<file path="src/rtl/adder_pkg.sv">
// Shared definitions for the adder result accumulator.
// Default widths, the controller state encoding and helpers for derived widths.
package adder_pkg;

  localparam int W_DEF     = 8;
  localparam int N_MAX_DEF = 16;

  typedef enum logic [1:0] {
    IDLE  = 2'd0,
    ACCUM = 2'd1,
    DONE  = 2'd2
  } state_t;

  // Width of the remaining/odd counters: must hold the value N_MAX itself.
  function automatic int cnt_w(input int n_max);
    return $clog2(n_max) + 1;
  endfunction

  // Width of the running total: N_MAX full-scale sums fit without overflow.
  function automatic int acc_w(input int w, input int n_max);
    return w + 1 + $clog2(n_max);
  endfunction

endpackage

</file>
<file path="src/rtl/adder_acc_datapath.sv">
// Batch reduction registers: running total, odd-sample count and maximum sum.
// The clear and update enables come from the controller in the top.
module adder_acc_datapath #(
  parameter int W     = 8,
  parameter int CNT_W = 5,
  parameter int ACC_W = 13
) (
  input  logic             clk,
  input  logic             reset,
  input  logic             clr,
  input  logic             upd,
  input  logic [W:0]       in_sum,
  input  logic             in_is_odd,
  output logic [ACC_W-1:0] total,
  output logic [CNT_W-1:0] odd_count,
  output logic [W:0]       max_val
);

  // Clear at batch start, fold one sample into the reduction on each transfer.
  always_ff @(posedge clk or posedge reset) begin
    if (reset) begin
      total     <= '0;
      odd_count <= '0;
      max_val   <= '0;
    end else if (clr) begin
      total     <= '0;
      odd_count <= '0;
      max_val   <= '0;
    end else if (upd) begin
      total     <= total + ACC_W'(in_sum);
      odd_count <= odd_count + CNT_W'(in_is_odd);
      // Strictly greater: a tie leaves the stored maximum untouched.
      if (in_sum > max_val) begin
        max_val <= in_sum;
      end
    end
  end

endmodule

</file>
<file path="src/rtl/adder_sum_accumulator.sv">
// Accumulates a programmable-length batch of adder results (sum, isOdd)
// and presents total / odd count / max on a valid-ready output port.
// Optional build macro: ADDER_ACC_PARITY_CHECK_EN enables a sticky err flag
// raised when in_is_odd disagrees with in_sum[0] on any transfer.
//
//   state | meaning
//   ------+-----------------------------------------------------------
//   IDLE  | waiting for start with a legal batch_len; outputs hold
//   ACCUM | in_ready=1, each in_valid cycle folds one sample in
//   DONE  | out_valid=1, result held until out_ready
module adder_sum_accumulator
  import adder_pkg::*;
#(
  parameter  int W     = W_DEF,
  parameter  int N_MAX = N_MAX_DEF,
  localparam int CNT_W = cnt_w(N_MAX),
  localparam int ACC_W = acc_w(W, N_MAX)
) (
  input  logic             clk,
  input  logic             reset,
  input  logic             start,
  input  logic [CNT_W-1:0] batch_len,
  input  logic             in_valid,
  input  logic [W:0]       in_sum,
  input  logic             in_is_odd,
  output logic             in_ready,
  output logic             busy,
  output logic             out_valid,
  input  logic             out_ready,
  output logic [ACC_W-1:0] out_total,
  output logic [CNT_W-1:0] out_odd_count,
  output logic [W:0]       out_max,
  output logic             err
);

  localparam logic [CNT_W-1:0] LEN_MAX = CNT_W'(N_MAX);
  localparam logic [CNT_W-1:0] ONE     = CNT_W'(1);

  state_t           state;
  logic [CNT_W-1:0] remaining;
  logic             xfer;
  logic             start_ok;
  logic             clr;

  // in_ready is a register that is high exactly in ACCUM, so a transfer
  // can only happen while accumulating.
  assign xfer     = in_valid & in_ready;
  assign start_ok = start && (batch_len != '0) && (batch_len <= LEN_MAX);
  assign clr      = (state == IDLE) && start_ok;

  // Batch controller: state, remaining down-counter and registered handshakes.
  always_ff @(posedge clk or posedge reset) begin
    if (reset) begin
      state     <= IDLE;
      remaining <= '0;
      in_ready  <= 1'b0;
      busy      <= 1'b0;
      out_valid <= 1'b0;
    end else begin
      case (state)
        IDLE: begin
          if (start_ok) begin
            remaining <= batch_len;
            in_ready  <= 1'b1;
            busy      <= 1'b1;
            state     <= ACCUM;
          end
        end
        ACCUM: begin
          if (xfer) begin
            remaining <= remaining - ONE;
            if (remaining == ONE) begin
              in_ready  <= 1'b0;
              out_valid <= 1'b1;
              state     <= DONE;
            end
          end
        end
        DONE: begin
          if (out_ready) begin
            out_valid <= 1'b0;
            busy      <= 1'b0;
            state     <= IDLE;
          end
        end
        default: begin
          remaining <= '0;
          in_ready  <= 1'b0;
          busy      <= 1'b0;
          out_valid <= 1'b0;
          state     <= IDLE;
        end
      endcase
    end
  end

  adder_acc_datapath #(
    .W     (W),
    .CNT_W (CNT_W),
    .ACC_W (ACC_W)
  ) u_datapath (
    .clk       (clk),
    .reset     (reset),
    .clr       (clr),
    .upd       (xfer),
    .in_sum    (in_sum),
    .in_is_odd (in_is_odd),
    .total     (out_total),
    .odd_count (out_odd_count),
    .max_val   (out_max)
  );

`ifdef ADDER_ACC_PARITY_CHECK_EN
  // Sticky flag: any transfer whose isOdd disagrees with the sum LSB.
  always_ff @(posedge clk or posedge reset) begin
    if (reset) begin
      err <= 1'b0;
    end else if (xfer && (in_is_odd != in_sum[0])) begin
      err <= 1'b1;
    end
  end
`else
  assign err = 1'b0;
`endif

endmodule

</file>
<file path="config.mk">
export PLATFORM = sky130hd
export DESIGN_NAME = adder_sum_accumulator
export DESIGN_NICKNAME = d
export VERILOG_FILES = /design/src/rtl/adder_pkg.sv /design/src/rtl/adder_acc_datapath.sv /design/src/rtl/adder_sum_accumulator.sv
export SDC_FILE = /design/constraint.sdc
export NUM_CORES = 1
export LEC_CHECK = 0
export ABC_AREA = 1
export BUFFER_PORTS_ARGS = -buffer_cell sky130_fd_sc_hd__buf_2
export CAP_MARGIN = 30
export CORE_MARGIN = 3
export CORE_UTILIZATION = 23
export CTS_CLUSTER_SIZE = 25
export DETAILED_ROUTE_END_ITERATION = 6
export SLEW_MARGIN = 20
export SYNTH_ARGS = -nofsm -noshare
export SYNTH_HDL_FRONTEND = slang
export SYNTH_HIERARCHICAL = 1
export SYNTH_SLANG_ARGS = --single-unit
export TNS_END_PERCENT = 100
</file>
<file path="constraint.sdc">
create_clock -name clk -period 2.5 [get_ports clk]
set_input_delay 0.125 -clock clk [delete_from_list [all_inputs] [get_ports clk]]
set_output_delay 0.125 -clock clk [all_outputs]
set_load 0.02 [all_outputs]
</file>
==> summary.md <==
| Metric | Value |
|---|---|
| Fin Hold WS | 0.132 ns |
| Largest family of logic cells by synthesized area | simple AND/OR/NAND/NOR gates |
| Initial antenna violation count | 0 |
| Filler Cells Inserted | 1191 |
| DR vias/cell | about 4.4 |
| Final min period | 1.82 ns |
| Clock Power Share | 16.8% |
| Crit share post-route | 72.7% |
| Compound-Gate Fraction of Synth Area | under 10% |
| FF+latch count, synth | 37 |
| Post-synth ARST share | 100% |
| Worst Hold Path EP | state[1]$_DFFE_PP0P_ |
| Worst Tran Pin Value | slightly above 0.7 ns |
| Post-Place Setup Slack | 0.654 ns |
| First-pass GRT wire length | 10900 µm |
| Setup TNS | 0 ns |
| Post-Synth Simple-Gate Area | a little under two fifths |
| Post-synthesis adder-cell area fraction | 11.4% |
| DIE HEIGHT | 112 µm |
| Syn Area/Cell | ~7.2 µm² |
| Final hold violations | 0 |
| Area grow syn2layout | 21.8% |
| Antenna cell count | 0 |
| Mapped Cells | approximately 360 |
| Number of global-route vias before repair | 2326 |
| CTS Buf Count | 5 |
| Worst hold start | out_ready |
| Top cell type's share of synthesized area | 35.7% |
| Power Density | approximately 1200 nW/µm² |
| Skew final | about 0.0064 ns |
| GRT Overall Usage | a little over a tenth |
| Synth Warn # | 6 |
| Total iterations of the first detailed-routing run | 4 |
| Worst R2R Setup Slack | around 0.7 ns |
| Clock tree buffer depth | 2 |
| Worst r2r path cells | 7 |
| Gr ovfl total | 0 |
| Final Core Density | 28.9% |
| Hold Crit Depth | 3 |
| Final routed wire length divided by cell count | between 10 and 15 µm |
| Final number of max-transition violations | 0 |
| Total Wirelength | 6570 µm |
| Switching portion of total power | 47.4% |
| Startpoint Class | flip-flop |
| Fmax | around 550 MHz |
| Clock sink count | 37 |
| Max FO, Critical Path | 24 |
| Area of the multi-input gates | around 1500 µm² |
| Post-Syn Nets | roughly 400 |
| Initial Utilization | 23.7% |
| Xor/xnor share of the synthesized area | under 10% |
| Number of max-cap violations | 0 |
| Port bufs | 49 |
| Worst-path clk slew | about 0.060 ns |
| Switching pwr | around 0.0017 W |
| Int Pwr | about 0.0019 W |
| I/O pin count | slightly above 50 |
| Flop pwr share | 29.4% |
| DP Wirelength | slightly above 5000 µm |
| Final setup margin | between 0.6 and 0.7 ns |
| CP required | ~2.7 ns |
| Outcome | completed |
| Post-synthesis mux area share | 0% |
| Logic pwr share | 53.8% |
| DR iter-0 viols | 80 |
| Mapped Area | 2590 µm² |
| Reg-to-reg endpoint | u_datapath/max_val[2]$_DFFE_PP0P_ |
| Number of flops mapped to enable cells by yosys | 0 |
| Most frequently used flop master after synthesis | dfrtp_1 |
| Largest net degree at the start of global routing | 28 |
| CTS tree | done |
| Max transition margin | between 50% and 60% |
| Critical Path Sink Type | flip-flop |
| Leak | about 1.8 nW |
| Core area | 10900 µm² |
| DRC | 0 |
| Cell taking the most area after synthesis | dfrtp_1 |
| Antenna-violating nets left | 0 |
| Worst r2r src | state[0]$_DFFE_PP0P_ |
| Top cells by area, synth | dfrtp_1, nand2_1, ha_1, nand3_1, inv_1 |
| Final net count | between 400 and 500 |
| Worst skew pair latency | 0.28 ns |
| Sequential cell area | 926 µm² |
| Final weighted congestion in routability-driven placement | approximately 0.87 |
| Die width | 112 µm |
| Maximum VDD drop | 380 µV |
| Worst EP arrival | approximately 2.0 ns |
| RSZ-0062 raised after global routing | no |
| CTS root buf | clkbuf_16 |
| Finish-stage setup viols | 0 |
| Seq/Total Area, Yosys | 35.7% |
| Synth cell types | 33 |
| Fraction of layout cells with a size suffix above 1 | 18.8% |
| H-tree Lvls | 2 |
| Die area | between 10000 and 15000 µm² |
| # rows | 38 |
| Hold WC Path Type | in2reg |
| Vias | around 2400 |
| Crit Path Category | reg2reg |
## cell usage after synthesis, types with 2 or more instances
master / number
xor2_1: 2
nand3_1: 37
nor2_4: 2
ha_1: 22
inv_2: 5
a22o_1: 3
o21ai_0: 9
nor2_2: 3
nand2_4: 2
a21oi_1: 14
dfrtp_1: 37
nor2_1: 29
a21o_1: 2
nand2_1: 109
nand2_2: 4
nand3b_1: 4
nand3_2: 2
inv_1: 45
nand4_1: 14
## cells by family (layout without fill, tap and decap cells)
logic type,Yosys count,after routing
fa+ha+maj,23,23
simple gates,209,209
xor+xnor,3,3
flops,37,37
buf+inv,55,111
compound gates,31,31
other cells,1,1
## worst max path at each step
stage | startpoint | endpoint | slack (ns) | cells after the start
6_report | state[0]$_DFFE_PP0P_ | u_datapath/max_val[2]$_DFFE_PP0P_ | 0.68 | 7
5_1_grt | state[0]$_DFFE_PP0P_ | u_datapath/max_val[7]$_DFFE_PP0P_ | 0.48 | 7
4_1_cts | state[0]$_DFFE_PP0P_ | u_datapath/odd_count[4]$_DFFE_PP0P_ | 0.69 | 10
3_5_place_dp | batch_len[2] | u_datapath/odd_count[4]$_DFFE_PP0P_ | 0.65 | 12
3_3_place_gp | state[0]$_DFFE_PP0P_ | u_datapath/total[3]$_DFFE_PP0P_ | 0.72 | 8
2_1_floorplan | state[0]$_DFFE_PP0P_ | u_datapath/odd_count[4]$_DFFE_PP0P_ | 0.68 | 9
## routing by layer
layer / up-vias / part of all wire (%) / global-route usage [%] / routed length, µm
met2: 52 / 45 / 17.0 / 2970
met3: 7 / 5.9 / 2.80 / 385
met1: 1104 / 48 / 14.0 / 3150
met4: 0 / 1.0 / 3.61 / 68
li1: 1279 / - / - / -
met5: - / 0 / 0 / 0
## registers in the layout, indices dropped and copies added (netlist names)
signal,count
u_datapath/odd_count,5
in_ready,1
remaining,5
u_datapath/max_val,9
busy,1
out_valid,1
state,2
u_datapath/total,13
## critical path: stages (launching register included)
cell     delay (ns)
dfrtp_1        0.42
nor2_2         0.28
inv_2          0.07
nor2_1         0.13
buf_4          0.18
inv_1          0.32
nand4_1        0.23
nand2_1        0.07
## cell type report
class | count | share of cell area [%]
repair buffers | 52 | 8.56
well taps | 140 | 5.55
clock buffers | 6 | 4.08
flip-flops and latches | 37 | 29.3
inverters | 51 | 6.14
clock inverters | 2 | 0.317
multi-input cells | 267 | 46.0
## what timing repair did
action,4_1_cts,5_1_grt
setup endpoints to repair,0,0
hold buffers,1,0
resized for setup,0,0
hold endpoints to repair,37,0
setup buffers,0,0
## per-stage QoR
step	total power, W	cell area (µm²)	std cells
floorplan	0.00250	2590	359
global placement	0.00303	3010	546
detailed placement	0.00307	3010	546
CTS	0.00371	3160	555
finish	0.00366	3160	555
global route	0.00404	3160	555
## power by group through the flow
stage	Clock (W)	Combinational [W]	Sequential, W
after detailed placement	0	0.00198	0.00109
after floorplan	0	0.00121	0.00130
after global routing	0.000661	0.00226	0.00112
after global placement	0	0.00195	0.00109
final	0.000614	0.00197	0.00107
after CTS	0.000642	0.00199	0.00108
## cell usage in the layout, fill, tap and decap left out, drive strengths merged, types with 2 or more instances in the layout
master	synthesis	layout
a21o	2	2
a21oi	14	14
a22o	3	3
buf	3	51
clkbuf	1	6
clkinv	0	2
dfrtp	37	37
ha	22	22
inv	51	51
nand2	115	115
nand3	39	39
nand3b	4	4
nand4	14	14
nor2	34	34
o21ai	10	10
xor2	2	2
(Power assumes the default switching activity.)
